--- src/rtl/sat_counter.sv ---
// Width-parameterised saturating up-counter; a clear and an increment in the
// same cycle yield a count of one.
module sat_counter #(
  parameter int WIDTH = 16
) (
  input  logic             clk,
  input  logic             rst,
  input  logic             clr_i,
  input  logic             inc_i,
  output logic [WIDTH-1:0] cnt_o
);

  localparam logic [WIDTH-1:0] MAX_VAL = '1;

  logic [WIDTH-1:0] cnt_q;
  logic [WIDTH-1:0] cnt_d;
  logic [WIDTH-1:0] base;

  always_comb begin
    base  = clr_i ? '0 : cnt_q;
    cnt_d = base;
    if (inc_i && (base != MAX_VAL)) begin
      cnt_d = base + WIDTH'(1);
    end
  end

  always_ff @(posedge clk) begin
    if (rst) begin
      cnt_q <= '0;
    end else begin
      cnt_q <= cnt_d;
    end
  end

  assign cnt_o = cnt_q;

endmodule

--- config.mk ---
export PLATFORM = sky130hd
export DESIGN_NAME = sat_counter
export DESIGN_NICKNAME = d
export VERILOG_FILES = /design/src/rtl/sat_counter.sv
export SDC_FILE = /design/constraint.sdc
export NUM_CORES = 1
export LEC_CHECK = 0
export ABC_AREA = 0
export CAP_MARGIN = 40
export CORE_UTILIZATION = 25
export DETAILED_ROUTE_END_ITERATION = 10
export PLACE_DENSITY = 0.43
export SLEW_MARGIN = 15
export SYNTH_ARGS = -nofsm -noshare
export SYNTH_HDL_FRONTEND = slang
export SYNTH_SLANG_ARGS = --single-unit
export TNS_END_PERCENT = 20
--- constraint.sdc ---
create_clock -name clk -period 2.1 [get_ports clk]
set_input_delay 0.21 -clock clk [delete_from_list [all_inputs] [get_ports clk]]
set_output_delay 0.21 -clock clk [all_outputs]
set_load 0.03 [all_outputs]
==> key figures, run 1 <==
Floorplanning
  – Die Wd: slightly above 60 microns
  – Num rows: 20
  – Die H: slightly above 60 microns
  – Starting Density: 0.273
  – IO Count: 20
  – Die area: between 3000 and 4000 sq um
  – Core footprint: 3150 sq um

Power and ir drop
  – Switching power total: between 100 and 150 uW
  – Clock Power Share: 0.378
  – Static leakage: 0.434 nW
  – Power consumption: 557 uW
  – Internal: 429 uW
  – PwrDens: around 460 nW/um^2
  – Combinational share of power: 0.069
  – Sw frac: 0.230
  – Sequential Power Share: 0.553
  – Peak VDD IR: approximately 0.00017 V

Worst hold path
  – Min-Delay Path Class: flop to flop

Routing
  – 1st-pass router iterations: 4
  – Drt drc: 0
  – DR WL/cell: 12.7 microns
  – Antenna-violating nets left: 0
  – Starting DRT DRC Count: 42
  – Vias/cell: 4.89
  – DRT Wirelength: approximately 2.3 mm
  – Via Count: a little under 900

Synthesis
  – #FFs+latches synth: 16
  – Post-synthesis average cell area: roughly 8.4 sq um
  – Mapped Area: about 860 sq um
  – Post-Synth Simple-Gate Area: 0.419
  – Top_reg_cell synth: dfxtp_1
  – Distinct cells, synth: 32
  – Syn nets: 107
  – Number of enable flip-flop cells after synthesis: 0
  – Compound-gate portion of the synthesized area: 0.145
  – Synth Area in XOR/XNOR: 0
  – Post-synthesis sequential area ratio: 0.372
  – Post-synthesis async set-or-reset flop share: 0
  – Largest family of logic cells by synthesized area: simple AND/OR/NAND/NOR gates
  – Mux share of post-synthesis cell area: 0.0247
  – Synth warn: 0
  – Post-synthesis adder-cell area fraction: 0
  – Cells after Synth: just over 100

Clock network
  – Num CTS Buffers: 3
  – Hold Buf Count CTS: 0
  – TritonCTS sink count: 16
  – Clock tree root driver cell: clkbuf_4
  – # H-tree levels: 1
  – CTS tree: yes
  – Resized cells post-CTS: 0
  – Clock slew at reported path FFs: ~0.10 ns
  – Clock Latency Late Sink: ~0.29 ns
  – Setup repair bufs after CTS: 0
  – Clk buf depth: 2

Setup path
  – Crit path launch type: flop
  – Slowest cell delay on critical path: 0.48 ns
  – Delay-heaviest family, CP: simple AND/OR/NAND/NOR gates
  – Critical path arrival: 1.95 ns
  – Slowest stage cell, crit path: or3_1
  – Max FO, Critical Path: 5
  – Setup crit end kind: flop
  – Worst path buffer plus inverter count: 0
  – CP Data Required Time: 2.28 ns
  – Critical Path, Cell by Cell: nand3_1, or3_1, nor3_1, mux2_2
  – Critical path class: flop to flop

GRT
  – Initial antenna violation count: 0
  – Vias in the first global route: about 830
  – GRT Overall Usage: 0.145
  – Grt ovf: 0
  – Largest net degree at the start of global routing: 10
  – First-pass GRT wire length: approximately 3.8 mm

Layout
  – Ant. Diodes: 0
  – P&R area growth vs syn: 40.5%
  – Filler Cells Inserted: 350
  – Final Util: 0.384
  – Max reg flops: 16
  – Layout cells sized above 1: 0.156
  – Nets: 140
  – Final Instance Count excl. Fillers: about 180

Timing
  – Final WS setup: ~0.33 ns
  – Final TNS setup: 0 ns
  – Fmax achieved: between 0.5 and 0.6 GHz
  – Worst-margin pin slew: 0.398 ns
  – Final worst path period share: 0.843
  – Max Slew Vio Count: 0
  – Final Hold Viols: 0
  – Fin crit period: 1.77 ns
  – Max-slew headroom: 0.732
  – Setup violations, final: 0
  – RSZ-0062 raised after global routing: false
  – Skew final: around 0.0077 ns

Run status
  – Outcome: completed

Place
  – Placer Congestion: around 0.78
  – PortBufs: 19
  – Placed insts: between 150 and 200
  – Place WS: 0.0219 ns
  – HPWL after DPL: between 1.5 and 2 mm

Run
  – # Max-Cap Violations: 0
==> worst reg2reg max path, stage by stage (launching register included) <==
cell	delay, ns
dfxtp_1	0.40
nand3_1	0.22
or3_1	0.48
nor3_1	0.20
mux2_2	0.36
==> synth_stat cells (3+ instances only) <==
| library cell | instances | area, sq um |
|---|---|---|
| a211oi_1 | 3 | 22.5 |
| a21oi_1 | 8 | 40.0 |
| and3_1 | 3 | 18.8 |
| dfxtp_1 | 16 | 320 |
| inv_1 | 5 | 18.8 |
| nand2_1 | 6 | 22.5 |
| nand2b_1 | 3 | 18.8 |
| nand3_1 | 3 | 15.0 |
| nand4b_1 | 3 | 26.3 |
| nor2_1 | 7 | 26.3 |
| nor3_1 | 9 | 45.0 |
| nor4_1 | 4 | 25.0 |
| o21ai_0 | 7 | 35.0 |
| or3_1 | 4 | 25.0 |
==> per-stage QoR <==
| stage | hold slack, ns | area [sq um] |
|---|---|---|
| finish | 0.524 | 1210 |
| global route | 0.560 | 1210 |
| CTS | 0.527 | 1210 |
| detailed placement | 0.514 | 1170 |
| global placement | 0.500 | 1170 |
| floorplan | 0.310 | 862 |
==> cells in the final DEF (no fill, tap or decap) <==
cell type,count
mux2i_1,1
nand4b_4,1
nand4b_1,3
and2_1,1
clkbuf_8,1
nor4_4,1
a22oi_1,1
nor3_1,9
or3_1,4
nand2_1,6
nand4_1,2
and2b_1,2
o31ai_1,1
clkdlybuf4s50_1,19
dfxtp_1,16
and4b_1,1
inv_1,5
or3_4,1
nor2_1,7
a211oi_1,3
or2_2,1
nor4_1,4
and3_1,3
a31oi_1,2
buf_4,11
clkbuf_4,3
nand2b_1,3
nand3_1,3
or4_1,1
o21ai_0,7
nor2b_1,2
a21oi_1,8
nand4_2,1
mux2_2,1
==> cell type report <==
class,count,area (sq um),area share
clock buffer,4,36.3,0.0300
timing repair buffer,30,273,0.225
tap,44,55.1,0.0455
multi-input combinational,80,508,0.419
sequential,16,320,0.264
inverter,5,18.8,0.0155
==> path summary, 6_finish.rpt <==
| path | startpoint | end | slack (ns) | depth (start not counted) |
|---|---|---|---|---|
| max | cnt_o[1] | cnt_o[9] | 0.33 | 4 |
| min | cnt_o[13] | cnt_o[13] | 0.52 | 2 |
| max reg2reg | cnt_o[1] | cnt_o[9] | 0.33 | 4 |
| min reg2reg | cnt_o[13] | cnt_o[13] | 0.52 | 2 |
==> logic make-up after synthesis <==
logic type             count (synthesis)
buffers and inverters                  7
AND/OR/NAND/NOR                       56
multiplexers                           2
AO/OA/AOI/OAI                         22
flip-flops                            16
==> layer usage <==
metal | routed length, microns | track usage | up-vias
met4 | 53 | 0.0682 | 0
met2 | 1010 | 0.218 | 22
met5 | 0 | 0 | -
met1 | 1110 | 0.193 | 396
met3 | 98 | 0.0384 | 6
li1 | - | - | 452
==> power groups by stage <==
stage / Sequential [mW] / Clock (mW) / Combinational, mW
floorplan: 0.318 / 0 / 0.0155
global placement: 0.315 / 0 / 0.0391
detailed placement: 0.315 / 0 / 0.0387
CTS: 0.308 / 0.219 / 0.0388
global route: 0.309 / 0.240 / 0.0410
finish: 0.308 / 0.211 / 0.0385
Power figures use the tool's default switching activity.
==> run 2, diff against run 1 <==
Clock period 2.1 ns to 1.8 ns, I/O delays scaled along.
==> key figures, run 2 (synthesis results as in run 1) <==
Setup path
  – Crit path from: cnt_o[8]
  – CP Data Required Time: between 2 and 2.5 ns
  – Max FO, Critical Path: 5
  – Crit path launch type: flop
  – Slowest cell delay on critical path: approximately 0.43 ns
  – Delay-heaviest family, CP: simple AND/OR/NAND/NOR gates
  – Critical path class: flop to flop
  – Worst path buffer plus inverter count: 0
  – Slowest stage cell, crit path: dfxtp_1
  – Setup crit end kind: flop
  – Worst R2R Start: cnt_o[8]
  – Critical path arrival: 1.88 ns
  – Critical Path, Cell by Cell: nand4_2, or3_1, or4_1, a21oi_1

Clock network
  – CTS tree: yes
  – Clk buf depth: 2
  – Clock Latency Late Sink: 0.28 ns
  – TritonCTS sink count: 16
  – # H-tree levels: 1
  – Setup repair bufs after CTS: 0
  – Num CTS Buffers: 3
  – Hold Buf Count CTS: 0
  – Clock slew at reported path FFs: ~0.090 ns
  – Clock tree root driver cell: clkbuf_4
  – Resized cells post-CTS: 0

Power and ir drop
  – Peak VDD IR: roughly 0.00028 V
  – Static leakage: between 0.4 and 0.5 nW
  – PwrDens: roughly 460 nW/um^2

Routing
  – Antenna-violating nets left: 0
  – Starting DRT DRC Count: 23
  – Drt drc: 0
  – DRT Wirelength: 2.35 mm
  – Via Count: around 900
  – DR WL/cell: 12.6 microns
  – Vias/cell: 4.82
  – 1st-pass router iterations: 4

Run status
  – Outcome: completed

Timing
  – Worst-margin pin slew: 0.323 ns
  – Fmax achieved: about 0.60 GHz
  – Setup violations, final: 0
  – Fin crit period: ~1.7 ns
  – Max Slew Vio Count: 0
  – Final worst path period share: 0.922
  – Skew final: roughly 0.0026 ns
  – Final Hold Viols: 0
  – Max-slew headroom: 0.783
  – RSZ-0062 raised after global routing: false

Floorplanning
  – Die H: around 61 microns
  – IO Count: 20
  – Num rows: 20
  – Die Wd: approximately 60 microns
  – Die area: roughly 3700 sq um
  – Core footprint: ~3200 sq um
  – Starting Density: 0.273

Place
  – PortBufs: 19
  – HPWL after DPL: 1.82 mm
  – Placer Congestion: 0.728
  – Cell Area, Placed: approximately 1200 sq um

Worst hold path
  – Min-delay src: clr_i
  – Min-Delay Path Class: input port to flop

GRT
  – First-pass GRT wire length: just under 4 mm
  – Grt ovf: 0
  – GRT Overall Usage: 0.149
  – Initial antenna violation count: 0
  – Largest net degree at the start of global routing: 10
  – Vias in the first global route: 856

Layout
  – Commonest cells after routing, fill and taps aside: buf_4 (20), clkdlybuf4s50_1 (18), dfxtp_1 (10)
  – Final Util: 0.406
  – Ant. Diodes: 0
  – P&R area growth vs syn: 48.5%
  – Commonest non-fill, non-tap cell in the layout: buf_4
  – Max reg flops: 16
  – Post-route design area: around 1300 sq um
  – Layout cells sized above 1: 0.252
  – Filler Cells Inserted: ~340
  – Nets: 149

Run
  – # Max-Cap Violations: 0
==> run 2: where the power goes <==
part	switching, mW	internal (mW)	total (mW)
Combinational	0.0243	0.0223	0.0466
Clock	0.109	0.0777	0.187
Sequential	0.00345	0.356	0.360
==> run 2: metrics by stage <==
step | hold WS (ns) | std cells | power, mW | TNS [ns] | worst slack, ns
after global routing | 0.557 | 187 | 0.627 | 0 | 0.0265
after global placement | 0.496 | 184 | 0.415 | -1.68 | -0.243
after detailed placement | 0.513 | 184 | 0.415 | -2.29 | -0.300
final | 0.505 | 187 | 0.593 | 0 | 0.140
after floorplan | 0.273 | 103 | 0.390 | 0 | 0.00245
after CTS | 0.524 | 187 | 0.608 | 0 | 0.0120
==> run 2: per-layer routing <==
layer | vias to the layer above | GRT usage | routed length, microns
met1 | 412 | 0.197 | 1160
li1 | 467 | - | -
met3 | 2 | 0.0448 | 123
met2 | 21 | 0.237 | 1060
met4 | 0 | 0.0390 | 14
met5 | - | 0 | 0
==> run 2: worst reg2reg max path, delay by kind of cell (launching register included) <==
family          cells  cell delay, ns
simple gates        3            1.01
compound gates      1            0.15
flops               1            0.43
==> run 2: layout make-up <==
class	instances	area [sq um]	area share
Timing Repair Buffer	39	343	0.268
Clock buffer	3	22.5	0.0176
Sequential cell	16	328	0.256
Inverter	5	18.8	0.0147
Tap cell	44	55.1	0.0430
Multi-Input combinational cell	80	513	0.401
==> run 2: worst paths after layout <==
path               endpoint  slack [ns]  cells past startpoint
setup / recovery  cnt_o[14]        0.14                      4
hold reg to reg   cnt_o[13]        0.52                      2
setup reg to reg  cnt_o[14]        0.14                      4
hold / removal     cnt_o[5]        0.50                      4
